==> config.mk <==
export PLATFORM = sky130hd
export DESIGN_NAME = main_control_fsm
export DESIGN_NICKNAME = d
export VERILOG_FILES = /design/src/rtl/mips_ctrl_pkg.sv /design/src/rtl/ctrl_output_decode.sv /design/src/rtl/main_control_fsm.sv
export SDC_FILE = /design/constraint.sdc
export NUM_CORES = 1
export LEC_CHECK = 0
export BUFFER_PORTS_ARGS = -buffer_cell sky130_fd_sc_hd__buf_2
export CORE_MARGIN = 3
export CORE_UTILIZATION = 39
export CTS_BUF_LIST = sky130_fd_sc_hd__clkbuf_8 sky130_fd_sc_hd__clkbuf_16
export DETAILED_ROUTE_END_ITERATION = 6
export GPL_TIMING_DRIVEN = 0
export PLACE_DENSITY = 0.77
export SYNTH_ARGS = -nofsm -noshare
export SYNTH_HDL_FRONTEND = slang
export SYNTH_SLANG_ARGS = --single-unit
==> constraint.sdc <==
create_clock -name clk -period 1.1 [get_ports clk]
set_input_delay 0.055 -clock clk [delete_from_list [all_inputs] [get_ports clk]]
set_output_delay 0.055 -clock clk [all_outputs]
set_load 0.1 [all_outputs]
==> src/rtl/mips_ctrl_pkg.sv <==
// Shared definitions for the multicycle MIPS control path: FSM state codes,
// primary opcode constants, ALUOp encodings (also consumed by ALU_Control)
// and the packed control-word bundle produced by the output decoder.
package mips_ctrl_pkg;

    typedef enum logic [3:0] {
        S_FETCH   = 4'd0,
        S_DECODE  = 4'd1,
        S_MEMADR  = 4'd2,
        S_MEMRD   = 4'd3,
        S_MEMWB   = 4'd4,
        S_MEMWR   = 4'd5,
        S_EXECUTE = 4'd6,
        S_ALUWB   = 4'd7,
        S_BRANCH  = 4'd8,
        S_ADDIEX  = 4'd9,
        S_ADDIWB  = 4'd10,
        S_JUMP    = 4'd11
    } state_t;

    localparam logic [5:0] OP_LW    = 6'b100011;
    localparam logic [5:0] OP_SW    = 6'b101011;
    localparam logic [5:0] OP_RTYPE = 6'b000000;
    localparam logic [5:0] OP_BEQ   = 6'b000100;
    localparam logic [5:0] OP_ADDI  = 6'b001000;
    localparam logic [5:0] OP_J     = 6'b000010;

    localparam logic [1:0] ALUOP_ADD  = 2'b00;
    localparam logic [1:0] ALUOP_SUB  = 2'b01;
    localparam logic [1:0] ALUOP_FUNC = 2'b10;

    typedef struct packed {
        logic       pc_write;
        logic       ir_write;
        logic       mem_write;
        logic       reg_write;
        logic       iord;
        logic       alu_src_a;
        logic       branch;
        logic       mem_to_reg;
        logic       reg_dst;
        logic [1:0] alu_src_b;
        logic [1:0] pc_src;
        logic [1:0] alu_op;
    } ctrl_t;

endpackage

==> src/rtl/ctrl_output_decode.sv <==
// Moore output map: converts the current FSM state into the datapath control
// word. The only non-state input is MemReady, which gates the FETCH-cycle
// PC/IR write enables so an instruction is latched only once memory delivers.
// Ports:
//   i_state     current FSM state
//   i_mem_ready memory access completes this cycle
//   o_ctrl      control word (all fields 0 for unused state codes)
module ctrl_output_decode
    import mips_ctrl_pkg::*;
(
    input  state_t i_state,
    input  logic   i_mem_ready,
    output ctrl_t  o_ctrl
);

    always_comb begin
        o_ctrl = '0;
        case (i_state)
            S_FETCH: begin
                o_ctrl.alu_src_b = 2'b01;
                o_ctrl.ir_write  = i_mem_ready;
                o_ctrl.pc_write  = i_mem_ready;
            end
            S_DECODE: o_ctrl.alu_src_b = 2'b11;
            S_MEMADR: begin
                o_ctrl.alu_src_a = 1'b1;
                o_ctrl.alu_src_b = 2'b10;
            end
            S_MEMRD: o_ctrl.iord = 1'b1;
            S_MEMWB: begin
                o_ctrl.mem_to_reg = 1'b1;
                o_ctrl.reg_write  = 1'b1;
            end
            // MemWrite stays high for every MEMWR cycle until memory accepts
            S_MEMWR: begin
                o_ctrl.iord      = 1'b1;
                o_ctrl.mem_write = 1'b1;
            end
            S_EXECUTE: begin
                o_ctrl.alu_src_a = 1'b1;
                o_ctrl.alu_op    = ALUOP_FUNC;
            end
            S_ALUWB: begin
                o_ctrl.reg_dst   = 1'b1;
                o_ctrl.reg_write = 1'b1;
            end
            S_BRANCH: begin
                o_ctrl.alu_src_a = 1'b1;
                o_ctrl.alu_op    = ALUOP_SUB;
                o_ctrl.pc_src    = 2'b01;
                o_ctrl.branch    = 1'b1;
            end
            S_ADDIEX: begin
                o_ctrl.alu_src_a = 1'b1;
                o_ctrl.alu_src_b = 2'b10;
            end
            S_ADDIWB: o_ctrl.reg_write = 1'b1;
            S_JUMP: begin
                o_ctrl.pc_src   = 2'b10;
                o_ctrl.pc_write = 1'b1;
            end
            default: o_ctrl = '0;
        endcase
    end

endmodule

==> src/rtl/main_control_fsm.sv <==
// Multicycle MIPS main control unit (Moore FSM).
// Ports:
//   clk, reset          rising-edge clock, synchronous active-high reset
//   Opcode[5:0]         instruction bits [31:26]
//   MemReady            memory access completes this cycle
//   PCWrite..RegDst     datapath control strobes/selects
//   ALUSrcB, PCSrc, ALUOp  2-bit selects (ALUOp feeds ALU_Control)
//   IllegalOp           one-cycle pulse in DECODE for an unsupported opcode
//   State[3:0]          current state code
module main_control_fsm
    import mips_ctrl_pkg::*;
(
    input  logic       clk,
    input  logic       reset,
    input  logic [5:0] Opcode,
    input  logic       MemReady,
    output logic       PCWrite,
    output logic       IRWrite,
    output logic       MemWrite,
    output logic       RegWrite,
    output logic       IorD,
    output logic       ALUSrcA,
    output logic       Branch,
    output logic       MemtoReg,
    output logic       RegDst,
    output logic       IllegalOp,
    output logic [1:0] ALUSrcB,
    output logic [1:0] PCSrc,
    output logic [1:0] ALUOp,
    output logic [3:0] State
);

    state_t r_state;
    state_t w_next;
    logic   w_illegal;
    ctrl_t  w_ctrl;

    always_ff @(posedge clk) begin
        if (reset) r_state <= S_FETCH;
        else       r_state <= w_next;
    end

    always_comb begin
        w_next    = S_FETCH;
        w_illegal = 1'b0;
        case (r_state)
            S_FETCH:  w_next = MemReady ? S_DECODE : S_FETCH;
            S_DECODE: begin
                case (Opcode)
                    OP_LW, OP_SW: w_next = S_MEMADR;
                    OP_RTYPE:     w_next = S_EXECUTE;
                    OP_BEQ:       w_next = S_BRANCH;
                    OP_ADDI:      w_next = S_ADDIEX;
                    OP_J:         w_next = S_JUMP;
                    default: begin
                        w_next    = S_FETCH;
                        w_illegal = 1'b1;
                    end
                endcase
            end
            S_MEMADR: begin
                if (Opcode == OP_LW)      w_next = S_MEMRD;
                else if (Opcode == OP_SW) w_next = S_MEMWR;
                else                      w_next = S_FETCH;
            end
            S_MEMRD:   w_next = MemReady ? S_MEMWB : S_MEMRD;
            S_MEMWR:   w_next = MemReady ? S_FETCH : S_MEMWR;
            S_EXECUTE: w_next = S_ALUWB;
            S_ADDIEX:  w_next = S_ADDIWB;
            default:   w_next = S_FETCH;
        endcase
    end

    ctrl_output_decode u_decode (
        .i_state     (r_state),
        .i_mem_ready (MemReady),
        .o_ctrl      (w_ctrl)
    );

    // Architectural-state write enables are masked while reset is held so a
    // mid-instruction reset cannot commit a stale write on the reset edge.
    assign PCWrite   = w_ctrl.pc_write  & ~reset;
    assign IRWrite   = w_ctrl.ir_write  & ~reset;
    assign MemWrite  = w_ctrl.mem_write & ~reset;
    assign RegWrite  = w_ctrl.reg_write & ~reset;
    assign IllegalOp = w_illegal        & ~reset;
    assign IorD      = w_ctrl.iord;
    assign ALUSrcA   = w_ctrl.alu_src_a;
    assign Branch    = w_ctrl.branch;
    assign MemtoReg  = w_ctrl.mem_to_reg;
    assign RegDst    = w_ctrl.reg_dst;
    assign ALUSrcB   = w_ctrl.alu_src_b;
    assign PCSrc     = w_ctrl.pc_src;
    assign ALUOp     = w_ctrl.alu_op;
    assign State     = r_state;

endmodule

==> reports/metrics.yaml, run 1 <==
clock_network:
  cts_buffers: 3
  cts_max_level: 1
  hold_buffers: 0
  clockRootBuffer: "clkbuf_8"
  cts_buffer_depth: 2
  post_cts_buffers: 18
  clock_sinks: 4
  ctsResizeCount: 91
synthesis:
  yosys_warnings: 0
  synth_flop_cell: "dfxtp_1"
  syn-num-nets: 91
  synthCells: 82
  netlist_area_um2: 574
  ys_types: 37
  syn-mean-instance-area_um2: 7.00
  seq_area_frac_synth_pct: 13.9
  async_flop_share_pct: 0
  ys_ff_latch: 4
  yosys.area.top_type: "dfxtp_1"
  yosysTopAreaCellShare_pct: 13.9
  synthTopCellsByArea: "dfxtp_1 14%, nor3_1 9.6%, a21oi_1 6.1%"
  synth-edff-count: 0
status:
  error_line: "[ERROR DPL-0038] Utilization greater than 100%, impossible to legalize"
  lastStage: "clock tree synthesis (4_1_cts)"
  run_status: "stopped before the end"
floorplanning:
  fp.dieW_um: 44.4
  io_pins: 29
  die_y_um: 44.4
  rows: 13
  initial_core_util_pct: 43.1
place:
  gp_congestion: 0.797
  portBuffers: 28
  detailed_place_hpwl_mm: 1.42
[cell usage after synthesis (3+ instances only)]
library cell and n:
a21oi_1 7, a31oi_1 3, dfxtp_1 4, nand2_1 4, nand2b_1 5, nor2_1 7
nor3_1 11
[cells by family after synthesis]
family | count (synthesis) | synth area share (%)
simple gates | 46 | 48.6
buf+inv | 10 | 11.3
xor+xnor | 3 | 4.58
mux | 1 | 1.74
flops | 4 | 13.9
compound gates | 18 | 19.8
[per-stage QoR]
step / cells / setup WS [ns] / TNS [ns] / instance area, µm²
after floorplan: 82 / -0.955 / -10.77 / 771
after detailed placement: 125 / -0.427 / -4.69 / 930
after global placement: 125 / -0.412 / -4.45 / 930
==> run 2, diff against run 1 <==
Settings changed: CORE_AREA set to 3 3 64 66, CORE_MARGIN 3 to not set, CORE_UTILIZATION 39 to not set, CTS_BUF_LIST sky130_fd_sc_hd__clkbuf_8 sky130_fd_sc_hd__clkbuf_16 to not set, DIE_AREA set to 0 0 67 69, PLACE_DENSITY 0.77 to not set, PLACE_DENSITY_LB_ADDON set to 0.15.
Clock period 1.1 ns to 1.4 ns, I/O delays scaled along.
==> run 2 against run 1 <==
Against the previous run: the flow now finishes, with violations (setup timing); synthesized cell count is the same; area after synthesis is the same.
==> reports/metrics.yaml, run 2 <==
min_path:
  min_path_cells: 3
  min_path_type: "in -> reg"
  hp-start: "Opcode[3]"
  worstHoldEndpoint: "State[2]"
global_routing:
  antenna_found_initial: 0
  grt_max_degree: 11
  gr-usage-all-layers_pct: 10.3
  grt_pass1_vias: 765
  grt_pass1_wl_mm: 3.73
  grt.overflow.total: 0
power_and_ir_drop:
  switching_share_pct: 35.6
  power.density_mw_per_mm2: 415
  vdd_drop_max_mv: 0.177
  power_switching_mw: 0.212
  pwr-share-clk_pct: 39.2
  power_mw: 0.596
  power_leakage_nw: 0.536
  p_int_mw: 0.383
  seqPwrFrac_pct: 19.6
  pwr-share-comb_pct: 41.1
finish:
  final-seq-area_um2: 95.1
  diodes: 0
  mostFrequentLayoutCells: "14 x buf_12, 13 x buf_4, 12 x buf_2"
  drive_above_1_share_pct: 71.9
  syn_to_final_growth_pct: 150
  multiInputGateArea_um2: 644
  nets: 139
  layout_commonest_cell: "buf_12"
  n_fill_cell: 378
  largest_reg_flops: 4
floorplanning:
  rows: 22
  io_pins: 29
  dieArea_mm2: 0.00462
  initial_core_util_pct: 15.8
  core_mm2: 0.00363
  fp.dieW_um: 67
  die_y_um: 69
setup_path:
  reg2reg_setup_slack_ns: 0.08
  cpPeakStageDelay_ns: 0.36
  crit_chain: "clkbuf_16 -> nor4_4 -> and3_4 -> buf_12"
  cp_top_family: "simple AND/OR/NAND/NOR gates"
  cp_slowest_cell: "dfxtp_4"
  cp.arrival_ns: 1.37
  timing.rr.start: "State[2]"
  cp_data_required_time_ns: 1.33
  rr_worst_depth: 6
  critPathLaunchType: "flip-flop"
  worstSetupPathDepth: 4
  path_max_fanout: 5
  worstSetupEndpointType: "output port"
  critPathBufInv: 2
  reg2reg_to: "State[2]"
  crit_type: "reg -> out"
synthesis:
  async_flop_share_pct: 0
  synthTopCellsByArea: "dfxtp_1 14%, nor3_1 9.6%, a21oi_1 6.1%"
  yosys_warnings: 0
  netlist_top_cells_count: "11 x nor3_1, 7 x a21oi_1, 7 x nor2_1"
  yosys.area.top_type: "dfxtp_1"
  yosysMostFrequentCell: "nor3_1"
  synth_flop_cell: "dfxtp_1"
  ys_ff_latch: 4
  netlist_area_um2: 574
  syn-mean-instance-area_um2: 7.00
  seq_area_frac_synth_pct: 13.9
  ys_types: 37
  yosysTopAreaCellShare_pct: 13.9
  synth-edff-count: 0
  synthCells: 82
  syn-num-nets: 91
timing:
  layout_min_cycle_time_ns: 1.44
  skew_ns: 0.00154
  hold_violations: 0
  maxSlewViolCount: 0
  setup_viol: 5
  worst_pin_slew_ns: 0.488
  timing.fmax_mhz: 693
  setup_ws_ns: -0.0428
  whs_ns: 0.222
  rsz0062_at_grt: "true"
  post-route-period-util_pct: 103
  fin_tns_setup_ns: -0.103
  maxSlewHeadroom_pct: 67.7
clock_network:
  cts_max_level: 1
  cts_tree: "done"
  clock_sinks: 4
  cts_buffer_depth: 2
  clockRootBuffer: "clkbuf_8"
  clk_pin_slew_ns: 0.03
  cts_buffers: 3
  clk_latency_ns: 0.21
drt:
  wl_per_cell_um: 13.2
  drt-vias-per-instance: 4.56
  drtPass1Iterations: 4
  vias: 803
  ant_nets: 0
  drt_iter0_drc: 15
  route.detailed.drc: 0
  wl_mm: 2.32
run:
  maxCapViolations: 0
status:
  violations: "setup timing"
  run_status: "complete, but fails checks"
place:
  detailed_place_hpwl_mm: 1.60
  gp_congestion: 0.690
  portBuffers: 28
run 2: cell counts after synthesis:
Identical to the previous run, type by type.
run 2: power by group through the flow:
stage | Combinational (mW) | Sequential (mW) | Clock [mW]
floorplan | 0.130 | 0.133 | 0
detailed placement | 0.196 | 0.117 | 0
global route | 0.257 | 0.118 | 0.251
global placement | 0.196 | 0.118 | 0
finish | 0.245 | 0.117 | 0.234
CTS | 0.235 | 0.117 | 0.243
run 2: per-layer routing:
layer	GRT usage (%)	up-vias	wire length, µm
met2	18.2	20	1280
li1	-	392	-
met1	12.6	389	934
met5	0	-	0
met4	3.38	0	29
met3	0.814	2	77
run 2: what timing repair did:
item | CTS | global route
cloned | 1 | 1
endpoints found under the hold margin | 0 | 0
setup endpoints to repair | 16 | 17
pin swaps | 3 | 9
hold buffers | 0 | 0
buffers inserted | 9 | 5
gates resized for setup | 57 | 15
run 2: kinds of logic (layout without fill, tap and decap cells):
logic type	count (synthesis)	count (layout)	synth area share, %
AOI/OAI and AO/OA	18	18	19.8
and+or+nand+nor	46	46	48.6
DFF	4	4	13.9
buffers and inverters	10	56	11.3
muxes	1	1	1.74
xor gates and xnor gates	3	3	4.58
run 2: worst reg2reg max path: stages (launching register included):
cell,delay [ns]
dfxtp_4,0.36
buf_4,0.15
clkbuf_16,0.14
buf_4,0.12
mux2i_1,0.13
o2111ai_1,0.14
a31oi_1,0.19
run 2: layout make-up:
| class | instances | share of cell area (%) |
|---|---|---|
| clock buffer | 3 | 2.87 |
| inverter | 4 | 1.31 |
| multi-input combinational | 68 | 44.9 |
| timing repair buffer | 44 | 32.8 |
| buffer | 5 | 7.32 |
| sequential | 4 | 6.62 |
| tap | 48 | 4.18 |
run 2: per-stage QoR:
| step | util (%) | instances | worst slack (ns) | cell area [µm²] |
|---|---|---|---|---|
| after floorplan | - | 82 | -0.670 | 766 |
| after global placement | 26.6 | 158 | -0.158 | 966 |
| after detailed placement | 26.6 | 158 | -0.161 | 966 |
| after CTS | 36.1 | 170 | -0.0553 | 1310 |
| after global routing | 39.5 | 176 | -0.0832 | 1440 |
| final | 39.5 | 176 | -0.0428 | 1440 |
run 2: how the worst max path moves through the flow:
stage | from | to | slack [ns]
floorplan | State[3] | PCSrc[0] | -0.67
global placement | State[1] | PCWrite | -0.16
detailed placement | State[1] | PCWrite | -0.16
CTS | State[2] | IllegalOp | -0.06
global route | State[3] | IllegalOp | -0.08
finish | State[3] | IllegalOp | -0.04
(Power assumes the default switching activity.)
